==> config.mk <==
export PLATFORM = sky130hd
export DESIGN_NAME = sub_seq_ctrl
export DESIGN_NICKNAME = d
export VERILOG_FILES = /design/src/rtl/sub_seq_ctrl_pkg.sv /design/src/rtl/sub_4bit.sv /design/src/rtl/sub_seq_ctrl.sv
export SDC_FILE = /design/constraint.sdc
export NUM_CORES = 1
export LEC_CHECK = 0
export BUFFER_PORTS_ARGS = -buffer_cell sky130_fd_sc_hd__buf_2
export CAP_MARGIN = 0
export CORE_MARGIN = 3
export CORE_UTILIZATION = 30
export CTS_BUF_LIST = sky130_fd_sc_hd__clkbuf_4
export CTS_CLUSTER_SIZE = 14
export DETAILED_ROUTE_END_ITERATION = 10
export PLACE_DENSITY = 0.59
export SETUP_SLACK_MARGIN = 0.4
export SYNTH_ARGS = -nofsm -noshare
export SYNTH_HDL_FRONTEND = slang
export SYNTH_SLANG_ARGS = --single-unit
==> constraint.sdc <==
create_clock -name clk -period 1.5 [get_ports clk]
set_input_delay 0.15 -clock clk [delete_from_list [all_inputs] [get_ports clk]]
set_output_delay 0.15 -clock clk [all_outputs]
set_load 0.05 [all_outputs]
==> src/rtl/sub_seq_ctrl_pkg.sv <==
// Shared types and constants for the nibble-serial subtractor controller.
package sub_seq_pkg;

  typedef enum logic [1:0] {S_IDLE, S_RUN, S_DONE} sub_seq_state_t;

  localparam int   NIB_W         = 4;
  localparam logic BIN_NO_BORROW = 1'b1;

endpackage

==> src/rtl/sub_4bit.sv <==
// 4-bit borrow-lookahead subtract slice: dout = din1 - din2 - ~bin.
// bin=1 means no borrow in; bout=1 means borrow out.
module sub_4bit (
  input  logic [3:0] din1,
  input  logic [3:0] din2,
  input  logic       bin,
  output logic [3:0] dout,
  output logic       bout,
  output logic       pg,
  output logic       gg
);

  logic [3:0] g;
  logic [3:0] p;
  logic [4:0] c;

  // g: this bit borrows on its own; p: an incoming borrow passes through
  for (genvar gi = 0; gi < 4; gi++) begin : g_bit
    assign g[gi]    = ~din1[gi] & din2[gi];
    assign p[gi]    = ~(din1[gi] ^ din2[gi]);
    assign dout[gi] = din1[gi] ^ din2[gi] ^ c[gi];
  end

  assign c[0] = ~bin;
  assign c[1] = g[0] | (p[0] & c[0]);
  assign c[2] = g[1] | (p[1] & g[0]) | (p[1] & p[0] & c[0]);
  assign c[3] = g[2] | (p[2] & g[1]) | (p[2] & p[1] & g[0]) | (p[2] & p[1] & p[0] & c[0]);
  assign gg   = g[3] | (p[3] & g[2]) | (p[3] & p[2] & g[1]) | (p[3] & p[2] & p[1] & g[0]);
  assign pg   = &p;
  assign c[4] = gg | (pg & c[0]);
  assign bout = c[4];

endmodule

==> src/rtl/sub_seq_ctrl.sv <==
// Nibble-serial WIDTH-bit subtractor: one shared 4-bit slice, LSB nibble first.
// Optional zero/negative result flags when SUB_SEQ_FLAGS_EN is defined.
module sub_seq_ctrl
  import sub_seq_pkg::*;
#(
  parameter int WIDTH = 16
) (
  input  logic             clk,
  input  logic             rst_n,
  input  logic             in_valid,
  output logic             in_ready,
  input  logic [WIDTH-1:0] in_a,
  input  logic [WIDTH-1:0] in_b,
  output logic             out_valid,
  input  logic             out_ready,
  output logic [WIDTH-1:0] out_diff,
`ifdef SUB_SEQ_FLAGS_EN
  output logic             out_zero,
  output logic             out_neg,
`endif
  output logic             out_borrow
);

  localparam int NIB   = WIDTH / NIB_W;
  localparam int CNT_W = (NIB > 1) ? $clog2(NIB) : 1;

  if ((WIDTH % NIB_W) != 0 || WIDTH < 8) begin : g_width_check
    $error("sub_seq_ctrl: WIDTH must be a multiple of 4 and >= 8");
  end

  sub_seq_state_t state_reg, state_next;

  logic [CNT_W-1:0]       cnt_reg;
  logic [WIDTH-1:0]       a_sr_reg;
  logic [WIDTH-1:0]       b_sr_reg;
  logic [WIDTH-NIB_W-1:0] res_sr_reg;
  logic                   bchain_reg;
  logic [WIDTH-1:0]       out_diff_reg;
  logic                   out_borrow_reg;

  logic [NIB_W-1:0] slice_dout;
  logic             slice_bout;
  logic [WIDTH-1:0] res_next;
  logic             last_nib;

  sub_4bit u_slice (
    .din1 (a_sr_reg[NIB_W-1:0]),
    .din2 (b_sr_reg[NIB_W-1:0]),
    .bin  (bchain_reg),
    .dout (slice_dout),
    .bout (slice_bout),
    .pg   (),
    .gg   ()
  );

  // Lower nibbles already produced plus the one coming out of the slice now
  assign res_next = {slice_dout, res_sr_reg};
  assign last_nib = (cnt_reg == CNT_W'(NIB - 1));

  always_ff @(posedge clk or negedge rst_n) begin
    if (!rst_n) state_reg <= S_IDLE;
    else        state_reg <= state_next;
  end

  always_comb begin
    state_next = state_reg;
    in_ready   = 1'b0;
    out_valid  = 1'b0;
    case (state_reg)
      S_IDLE: begin
        in_ready = 1'b1;
        if (in_valid) state_next = S_RUN;
      end
      S_RUN: begin
        if (last_nib) state_next = S_DONE;
      end
      S_DONE: begin
        out_valid = 1'b1;
        if (out_ready) state_next = S_IDLE;
      end
      default: state_next = S_IDLE;
    endcase
  end

  always_ff @(posedge clk or negedge rst_n) begin
    if (!rst_n) begin
      cnt_reg        <= '0;
      a_sr_reg       <= '0;
      b_sr_reg       <= '0;
      res_sr_reg     <= '0;
      bchain_reg     <= BIN_NO_BORROW;
      out_diff_reg   <= '0;
      out_borrow_reg <= 1'b0;
    end else begin
      case (state_reg)
        S_IDLE: begin
          if (in_valid) begin
            a_sr_reg   <= in_a;
            b_sr_reg   <= in_b;
            bchain_reg <= BIN_NO_BORROW;
            cnt_reg    <= '0;
          end
        end
        S_RUN: begin
          a_sr_reg   <= a_sr_reg >> NIB_W;
          b_sr_reg   <= b_sr_reg >> NIB_W;
          res_sr_reg <= res_next[WIDTH-1:NIB_W];
          bchain_reg <= ~slice_bout;
          cnt_reg    <= cnt_reg + CNT_W'(1);
          if (last_nib) begin
            out_diff_reg   <= res_next;
            out_borrow_reg <= slice_bout;
          end
        end
        default: ;
      endcase
    end
  end

  assign out_diff   = out_diff_reg;
  assign out_borrow = out_borrow_reg;

`ifdef SUB_SEQ_FLAGS_EN
  logic out_zero_reg;
  logic out_neg_reg;

  always_ff @(posedge clk or negedge rst_n) begin
    if (!rst_n) begin
      out_zero_reg <= 1'b0;
      out_neg_reg  <= 1'b0;
    end else if (state_reg == S_RUN && last_nib) begin
      out_zero_reg <= (res_next == '0);
      out_neg_reg  <= res_next[WIDTH-1];
    end
  end

  assign out_zero = out_zero_reg;
  assign out_neg  = out_neg_reg;
`endif

endmodule
Yosys cells after proc, flatten, opt, wreduce, memory -nomap -nowiden --
Index checks and enable logic that the tools add are counted.
Cells by class: add/sub/neg operators 1, bitwise gates (word level) 47, reduce and logical (&&, ||, !) cells 6, equality and inequality tests 6, mux-type cells 14
Operator list (number):
- case mux 16 bit (2 select lines) | 2
- 2-to-1 mux 16 bit | 2
- bitwise AND 1 bit | 19
- inverter 1 bit | 10
- OR 1 bit | 10
- 2-to-1 mux 2 bit | 4
- bitwise XOR 1 bit | 8
- != test 2 bit, second input constant | 3
- case mux 2 bit (3 select lines) | 1
- equality test 2 bit, second input constant | 2
- case mux 2 bit (2 select lines) | 1
- AND reduction 2 bit | 2
- AND reduction 4 bit | 1
- 2-to-1 mux 1 bit | 3
- AND reduction 3 bit | 1
- adder 2 x 1 -> 2 bit, second input constant | 1
- equality test 2 x 1 -> 1 bit, second input constant | 1
- zero test 2 bit | 1
- case mux 1 bit (2 select lines) | 1
- nonzero test 2 bit | 1
Word-level totals: register bits after elaboration 66, output and inout port bits 19, word-level logic and storage cells 82

Logic depth before layout (Yosys ltp) --
Gate-level depths: netlist of the first run.
word-level depth 9, gate-level depth with buffers 6

Hierarchy --
From an unflattened synthesis of the first run, not the netlist that was laid out.
Unflattened totals: cell total of the unflattened synthesis 300, area, all modules 3052.9 um^2
By module, submodules not included:
- sub_seq_ctrl | area each 2869.0 um^2, times used 1, cells each 276, seq. area each 1652.8 um^2
- sub_4bit | area each 183.9 um^2, times used 1, cells each 24, seq. area each 0.0 um^2

Least setup slack after synthesis of the first run --
OpenSTA, ideal clock, no wires.
path kind reg2out, start register state_reg[0], end output in_ready, stages on the path, launching flop included 4, data arrival time 1.398 ns, path buffers 2, path slack -0.048 ns, path through dfrtp_1 -> buf_2 -> clkbuf_1 -> nor2_1
Between the ends: cells in the longest elaborated chain, start to end 2
Ends and longest elaborated chain:
- start: declaration | RTL line sub_seq_ctrl.sv:31 | sub_seq_state_t state_reg, state_next;
- start signal: assignment | RTL line sub_seq_ctrl.sv:62 | else state_reg <= state_next;
- zero test 2 bit | RTL line sub_seq_ctrl.sv:69 | case (state_reg)
- 2-to-1 mux 1 bit | RTL line sub_seq_ctrl.sv:69
- end: declaration | RTL line sub_seq_ctrl.sv:11 | output logic in_ready,
Every way passes these cells.

Worst setup path after layout of the first run --
start register state_reg[1], end register b_sr_reg[2]
Between the ends: cells in the longest elaborated chain, start to end 3, elaborated cells on any way between the ends 6
Ends and longest elaborated chain:
- equality test 2 x 1 -> 1 bit or zero test 2 bit (tied branches) | RTL line sub_seq_ctrl.sv:95 | case (state_reg)
- nonzero test 2 bit (no line) or != test 2 bit (tied branches)
- AND reduction 2 bit (no line)
- end signal: assignment | RTL line sub_seq_ctrl.sv:99 | b_sr_reg <= in_b;
- end signal: assignment | RTL line sub_seq_ctrl.sv:106 | b_sr_reg <= b_sr_reg >> NIB_W;
- end: declaration | RTL line sub_seq_ctrl.sv:35 | logic [WIDTH-1:0] b_sr_reg;
Parallel ways exist; a longest one is shown, timed or not. A chain may end at the register's enable or synchronous reset.

==> results of run 1 <==
per-stage QoR:
stage          area (µm²)  worst slack, ps  hold slack [ps]
5_1_grt              5190            -88.5             12.7
3_3_place_gp         3670             89.5              179
4_1_cts              4600            -26.2             2.41
6_report             5190            -47.6             17.4
3_5_place_dp         3670             18.4              176
2_1_floorplan        3270              135             -146
kinds of logic (layout without fill, tap and decap cells):
group                      Yosys count  after routing  share of synthesized area [%]
AOI/OAI and AO/OA                  109            109                           21.3
xor gates and xnor gates             2              2                          0.546
adders and majority gates            6              6                           2.58
buffers and inverters               29            166                           5.58
DFF                                 66             66                           51.5
muxes                               13             13                           5.93
and+or+nand+nor                     80             84                           12.6
final cells by class:
type                       instances  area (µm²)
clock buffer                       9        67.6
clock inverter                     7         116
fill                             916        5180
inverter                           7        30.0
multi-input combinational        214        1710
sequential                        66        1660
tap                              136         170
timing repair buffer             143        1440
worst max path at each step:
stage	startpoint	endpoint	slack, ps	cells after the start
2_1_floorplan	b_sr_reg[0]	res_sr_reg[11]	130	5
3_3_place_gp	b_sr_reg[0]	res_sr_reg[11]	90	5
3_5_place_dp	a_sr_reg[2]	out_diff[15]	20	6
4_1_cts	state_reg[1]	in_ready	-30	4
5_1_grt	state_reg[1]	b_sr_reg[2]	-90	6
6_report	state_reg[1]	b_sr_reg[2]	-50	6
worst max-delay path: cells and delay by family (launching register included):
kind,cells,cell delay [ps]
flops,1,450
buf+inv,3,470
compound gates,2,190
simple gates,1,360
report_power, final:
group / internal, mW / switching (mW)
Sequential: 2.57 / 0.617
Clock: 0.844 / 0.693
Combinational: 3.75 / 3.55
Total: 7.16 / 4.86
cell usage after synthesis, types with 2 or more instances:
library cell	instances	area share (%)
dfrtp_1	65	51
buf_6	2	0.70
clkbuf_1	6	0.70
ha_1	5	2.0
nor2_1	6	0.70
a22oi_1	25	5.9
buf_8	2	0.94
inv_1	7	0.82
buf_4	2	0.47
o21ai_1	41	6.4
buf_2	7	1.1
and2b_1	2	0.47
a21oi_2	10	2.7
nand2_1	40	4.7
a2bb2oi_1	4	1.1
mux2_4	12	5.6
xor2_1	2	0.55
nand2b_1	2	0.39
nor2b_1	27	5.3
a21oi_1	23	3.6
buf_1	2	0.23
repair_timing:
item	in CTS	in global routing
pin swaps	8	42
gates cloned	2	11
buffers inserted	23	21
resized for setup	73	54
setup endpoints to repair	84	84
hold buffers	23	0
hold endpoints to repair	40	0
metal layers:
layer | vias to the layer above | GRT usage (%) | wire [µm]
met3 | 13 | 4.23 | 484
li1 | 1353 | - | -
met2 | 70 | 24.8 | 4840
met5 | - | 0 | 0
met4 | 0 | 3.83 | 129
met1 | 1400 | 18.0 | 4170
==> flow_metrics.py, run 1 <==
metrics = {
    "final_layout": {
        "final_util_pct": 50.1,
        "num_antenna_cells": 0,
        "final_nets": 483,
        "final_common_cell": "dfrtp_1",
        "final_cell_mix": "dfrtp_1 (63), o21ai_1 (37), buf_4 (37)",
        "syn2layout_area_growth_pct": 62.0,
        "drive_gt1_share_pct": 49.3,
        "final_cell_count_no_fill": 582,
    },
    "die": {
        "die_y_um": 109,
        "rows": 37,
        "dieArea_um2": 12000,
        "initial_core_util_pct": 30.9,
        "die_w_um": 109,
        "core_area_um2": 10400,
        "io_pins": 55,
    },
    "setup_path": {
        "r2r_end": "b_sr_reg[2]",
        "cpPeakStageDelay_ps": 450,
        "rr_worst_depth": 6,
        "path_class": "reg -> reg",
        "cp-start-kind": "register",
        "worstPathRequired_ps": 1830,
        "end_kind": "register",
        "reg2reg_slack_ps": -50,
        "rr_startpoint": "state_reg[1]",
        "path_cells": "buf_12, buf_12, and2b_4, clkbuf_16, a21oi_2, o21ai_1",
        "path_max_fanout": 7,
        "cp.arrival_ps": 1880,
        "cp_slowest_cell": "dfrtp_2",
        "crit_top_cell": "buf_12",
    },
    "timing": {
        "setup_viol": 15,
        "setup_tns_ps": -196,
        "slew_headroom_pct": 62.3,
        "hold_violations": 0,
        "worst_slack_ps": -47.6,
        "slew_viol_final": 0,
        "skew_ps": 21.1,
        "tightestPinTransition_ps": 566,
        "max_freq_ghz": 0.646,
        "finalCritPeriodShare_pct": 103,
        "period_needed_ps": 1550,
        "grt_setup_unrepaired": "true",
    },
    "global_route": {
        "grt_pass1_wl_um": 13600,
        "antenna_found_initial": 0,
        "grt_usage_pct": 14.6,
        "overflow": 0,
        "grt_pass1_vias": 2753,
        "grt_max_degree": 30,
    },
    "logic_synthesis": {
        "yosysSeqAreaShare_pct": 51.5,
        "yosysUniqueCellTypes": 34,
        "synth_edf_count": 0,
        "synth_fp_nets": 347,
        "avgSynthCellArea_um2": 10.5,
        "ys_warn_count": 0,
        "syn_area_um2": 3210,
        "synth_ff_type": "dfrtp_1",
        "syn_inst": 305,
        "synth_seq_cells": 66,
        "async_flop_share_pct": 100,
    },
    "cts": {
        "clk_pin_slew_worst_paths_ps": 110,
        "cts_sinks": 66,
        "clockBufferDepth": 2,
        "root_buffer": "clkbuf_4",
        "cts_made_buffers": 9,
        "clk_latency_ps": 420,
        "tritoncts": "built",
        "htree_levels": 3,
    },
    "outcome": {
        "violations": "setup timing",
        "run_status": "finished, violations left",
    },
    "placement": {
        "place_congestion": 0.740,
        "dp_cells": 486,
        "port_buffers": 54,
        "dp_hpwl_um": 5020,
    },
    "drt": {
        "vias": 2836,
        "totalWireLength_um": 9630,
        "wire_per_inst_um": 16.5,
        "antenna_left": 0,
        "viasPerCell": 4.87,
        "drt_iter0_markers": 124,
        "drc": 0,
        "drtPass1Iterations": 4,
    },
    "pwr": {
        "fin_total_pwr_mw": 12.0,
        "power.density_nw_per_um2": 2320,
        "irDropWorstVdd_mv": 1.04,
        "p_leak_nw": 2.35,
    },
    "hold_path": {
        "hp-start": "in_a[8]",
        "hp-class": "in -> reg",
        "hold_end": "a_sr_reg[8]",
        "hold_path_depth": 3,
    },
    "run": {
        "max_cap_viol_count": 0,
    },
}
(Power assumes the default switching activity.)
==> run 2, diff against run 1 <==
CORE_UTILIZATION = 44   (was 30)
PLACE_DENSITY = 0.77   (was 0.59)
==> flow_metrics.py, run 2 (synthesized netlist as in run 1, its figures left out) <==
metrics = {
    "run": {
        "max_cap_viol_count": 0,
    },
    "die": {
        "die_w_um": 91.4,
        "initial_core_util_pct": 46.2,
        "io_pins": 55,
        "rows": 30,
        "die_y_um": 91.4,
        "core_area_um2": 6940,
        "dieArea_um2": 8350,
    },
    "pwr": {
        "irDropWorstVdd_mv": 1.02,
        "power.density_nw_per_um2": 2300,
        "p_leak_nw": 2.35,
        "fin_total_pwr_mw": 11.9,
    },
    "cts": {
        "htree_levels": 3,
        "cts_sinks": 66,
        "cts_made_buffers": 9,
        "clockBufferDepth": 2,
        "root_buffer": "clkbuf_4",
        "tritoncts": "built",
        "clk_latency_ps": 440,
        "clk_pin_slew_worst_paths_ps": 120,
    },
    "global_route": {
        "grt_pass1_vias": 2940,
        "use_met1_pct": 26.8,
        "grt_pass1_wl_um": 14600,
        "use_met2_pct": 37.9,
        "grt_max_degree": 29,
        "top_usage_layer": "met2",
        "grt_usage_pct": 22.4,
        "overflow": 0,
        "use_met3_pct": 6.88,
        "antenna_found_initial": 0,
    },
    "final_layout": {
        "final_area_um2": 5180,
        "final_cell_count_no_fill": 547,
        "final_cell_mix": "dfrtp_1 (63), buf_4 (36), o21ai_1 (35), buf_2 (35), buf_6 (31)",
        "syn2layout_area_growth_pct": 61.6,
        "nFillCells": 421,
        "drive_gt1_share_pct": 53.0,
        "final_common_cell": "dfrtp_1",
        "num_antenna_cells": 0,
        "final_nets": 488,
    },
    "setup_path": {
        "cp_slowest_cell": "dfrtp_2",
        "reg2reg_slack_ps": 10,
        "cpPeakStageDelay_ps": 450,
        "path_max_fanout": 4,
        "path_class": "reg -> out",
        "worstPathRequired_ps": 1350,
        "path_cells": "buf_12, nand2b_4, clkinvlp_4, buf_8",
        "rr_worst_depth": 6,
        "cp-start-kind": "register",
        "r2r_end": "res_sr_reg[11]",
        "end_kind": "output port",
        "rr_startpoint": "a_sr_reg[0]",
        "cp.arrival_ps": 1360,
    },
    "drt": {
        "vias": 2998,
        "drtPass1Iterations": 4,
        "drt_iter0_markers": 180,
        "drc": 0,
        "totalWireLength_um": 10400,
        "wire_per_inst_um": 19.0,
        "viasPerCell": 5.48,
        "antenna_left": 0,
    },
    "timing": {
        "tightestPinTransition_ps": 480,
        "max_freq_ghz": 0.662,
        "slew_viol_final": 0,
        "setup_viol": 1,
        "hold_violations": 1,
        "slew_headroom_pct": 68.0,
        "skew_ps": 19.9,
        "worst_slack_ps": -10.4,
        "grt_setup_unrepaired": "true",
        "period_needed_ps": 1510,
        "finalCritPeriodShare_pct": 101,
        "whs_ps": -0.513,
    },
    "placement": {
        "postPlaceCellArea_um2": 3620,
        "port_buffers": 54,
        "place_congestion": 0.727,
        "dp_cells": 444,
        "dp_hpwl_um": 4580,
    },
    "hold_path": {
        "hp-start": "in_a[5]",
        "hold_end": "a_sr_reg[5]",
        "hp-class": "in -> reg",
        "hold_path_depth": 3,
    },
    "outcome": {
        "run_status": "finished, violations left",
        "violations": "hold timing, setup timing",
    },
}
## run 2: stage by stage
step,utilization [%],TNS (ps),setup slack [ps]
6_report,74.6,-10.4,-10.4
5_1_grt,74.6,-170,-38.6
4_1_cts,67.7,0,3.29
3_5_place_dp,52.1,0,47.2
3_3_place_gp,52.1,0,98.8
2_1_floorplan,-,0,135
## run 2: critical path: cells and delay by family (launching register included)
kind,cells,cell delay [ps]
flops,1,450
buf+inv,3,340
simple gates,1,140
## run 2: worst max path at each step
| stage | start | to | slack [ps] | depth (start not counted) |
|---|---|---|---|---|
| after floorplan | b_sr_reg[0] | res_sr_reg[11] | 130 | 5 |
| after global placement | b_sr_reg[0] | res_sr_reg[11] | 100 | 5 |
| after detailed placement | b_sr_reg[0] | out_diff[15] | 50 | 5 |
| after CTS | state_reg[0] | out_valid | 3 | 4 |
| after global routing | state_reg[0] | out_valid | -40 | 4 |
| final | state_reg[0] | out_valid | -10 | 4 |
## run 2: layout make-up
class / count / area [µm²] / area share, %
multi-input cells: 213 / 1780 / 34.3
flip-flops and latches: 66 / 1660 / 31.9
repair buffers: 149 / 1480 / 28.6
well taps: 96 / 120 / 2.32
clock buffers: 9 / 67.6 / 1.30
clock inverters: 7 / 53.8 / 1.04
inverters: 7 / 30.0 / 0.579
## run 2: routing by layer
layer  share of wire [%]  vias up
met4                 2.7        0
met1                  38     1499
met5                   0        -
li1                    -     1359
met3                 5.5       30
met2                  54      110
## run 2: repair_timing
item | 4_1_cts | 5_1_grt
cloned | 8 | 2
hold buffers | 28 | 0
gates resized for setup | 78 | 74
buffers inserted | 30 | 19
endpoints found under the hold margin | 42 | 0
setup endpoints to repair | 84 | 85
pin swaps | 7 | 57
## run 2: power breakdown
group          internal (mW)  total, mW  leakage [nW]  switching [mW]
clock network          0.353       1.12        0.0642           0.767
logic                   3.80       7.56          1.44            3.76
registers               2.57       3.26         0.839           0.689
==> run 3, diff against run 2 <==
CORE_MARGIN = unset   (was 3)
==> flow_metrics.py, run 3 (synthesized netlist as in run 1, its figures left out) <==
metrics = {
    "timing": {
        "max_freq_ghz": 0.656,
        "finalCritPeriodShare_pct": 102,
        "worst_slack_ps": -24.3,
        "setup_viol": 2,
        "period_needed_ps": 1520,
        "hold_violations": 0,
        "whs_ps": 6.97,
        "skew_ps": 18.1,
        "setup_tns_ps": -36.8,
        "slew_headroom_pct": 76.1,
        "slew_viol_final": 0,
        "tightestPinTransition_ps": 359,
        "grt_setup_unrepaired": "true",
    },
    "drt": {
        "drtPass1Iterations": 5,
        "vias": 2962,
        "drc": 0,
        "totalWireLength_um": 9770,
        "viasPerCell": 5.48,
        "antenna_left": 0,
        "drt_iter0_markers": 175,
        "wire_per_inst_um": 18.1,
    },
    "global_route": {
        "antenna_found_initial": 0,
        "grt_pass1_vias": 3016,
        "grt_max_degree": 67,
        "overflow": 0,
        "grt_usage_pct": 24.9,
        "grt_pass1_wl_um": 14400,
    },
    "cts": {
        "cts_sinks": 66,
        "clk_pin_slew_worst_paths_ps": 130,
        "clockBufferDepth": 2,
        "htree_levels": 3,
        "tritoncts": "built",
        "root_buffer": "clkbuf_4",
        "clk_latency_ps": 440,
        "cts_made_buffers": 9,
    },
    "die": {
        "dieArea_um2": 7630,
        "core_area_um2": 6910,
        "die_w_um": 87.4,
        "rows": 30,
        "die_y_um": 87.4,
        "initial_core_util_pct": 46.4,
        "io_pins": 55,
    },
    "placement": {
        "port_buffers": 54,
        "place_congestion": 0.796,
        "dp_hpwl_um": 4530,
    },
    "setup_path": {
        "cp_slowest_cell": "dfrtp_2",
        "cpPeakStageDelay_ps": 470,
        "cp-start-kind": "register",
        "worstPathRequired_ps": 1350,
        "path_max_fanout": 3,
        "path_class": "reg -> out",
        "cp.arrival_ps": 1370,
        "path_cells": "buf_12, nand2b_4, clkinvlp_4, buf_6",
        "end_kind": "output port",
    },
    "final_layout": {
        "num_antenna_cells": 0,
        "nFillCells": 447,
        "final_common_cell": "dfrtp_1",
        "syn2layout_area_growth_pct": 60.6,
        "drive_gt1_share_pct": 51.9,
        "final_cell_mix": "dfrtp_1 (64), buf_4 (38), buf_2 (35)",
        "final_nets": 482,
        "final_util_pct": 74.6,
    },
    "pwr": {
        "irDropWorstVdd_mv": 0.952,
        "p_leak_nw": 2.33,
        "fin_total_pwr_mw": 12.1,
        "power.density_nw_per_um2": 2350,
    },
    "run": {
        "max_cap_viol_count": 0,
    },
    "outcome": {
        "run_status": "finished, violations left",
        "violations": "setup timing",
    },
    "hold_path": {
        "hp-class": "in -> reg",
    },
}
[run 3: changes by cell type in the layout (fill, tap and decap cells not counted), sizes merged]
cell / previous run / this run
dlygate4sd3: 28 / 21
bufinv: 0 / 2
clkinv: 3 / 2
bufbuf: 2 / 0
clkbuf: 11 / 10
nand2b: 4 / 3
buf: 117 / 122
inv: 8 / 7
[run 3: critical path, delay by kind of cell (launching register included)]
kind / cells / cell delay [ps]
buffers and inverters: 3 / 380
AND/OR/NAND/NOR: 1 / 80
flip-flops: 1 / 470
[run 3: final cells by class]
class                           count  area [µm²]  share of cell area, %
Clock inverter                      7         101                   1.97
Timing Repair Buffer              144        1400                   27.2
Inverter                            7        30.0                  0.583
Sequential cell                    66        1650                   32.1
Multi-Input combinational cell    212        1780                   34.5
Clock buffer                        9        67.6                   1.31
Tap cell                           96         120                   2.33
[run 3: worst paths after layout]
| path | start | endpoint | slack [ps] | depth (start not counted) |
|---|---|---|---|---|
| setup / recovery | state_reg[1] | out_valid | -20 | 4 |
| max in group asynchronous | rst_n | bchain_reg | 920 | 3 |
| min in group asynchronous | rst_n | out_diff[8] | 260 | 3 |
| hold reg to reg | res_sr_reg[0] | res_sr_reg[0] | 510 | 2 |
| setup reg to reg | a_sr_reg[1] | out_diff[15] | -10 | 6 |
| hold / removal | in_b[10] | b_sr_reg[10] | 7 | 3 |
[run 3: per-stage QoR]
step / setup slack [ps] / area (µm²) / instances
2_1_floorplan: 135 / 3270 / 305
3_3_place_gp: 76.5 / 3610 / 447
3_5_place_dp: 14.5 / 3610 / 447
4_1_cts: 24.7 / 4780 / 526
5_1_grt: -63.7 / 5150 / 541
6_report: -24.3 / 5150 / 541
[run 3: timing repair]
action | CTS | global route
endpoints found under the setup margin | 84 | 85
pin swaps | 10 | 41
cloned | 6 | 1
buffers inserted | 38 | 12
gates resized for setup | 94 | 52
endpoints found under the hold margin | 83 | 2
hold buffers | 19 | 2
[run 3: power breakdown]
| group | total, mW | internal, mW | switching, mW | leakage, nW |
|---|---|---|---|---|
| registers | 3.22 | 2.57 | 0.657 | 0.840 |
| clock network | 1.43 | 0.685 | 0.742 | 0.0827 |
| logic | 7.44 | 3.69 | 3.74 | 1.40 |
[run 3: routing by layer]
| layer | wire, µm | track usage [%] | vias up |
|---|---|---|---|
| li1 | - | - | 1342 |
| met1 | 3910 | 31.4 | 1493 |
| met2 | 5140 | 42.5 | 95 |
| met3 | 380 | 5.88 | 32 |
| met4 | 347 | 7.60 | 0 |
| met5 | 0 | 0 | - |
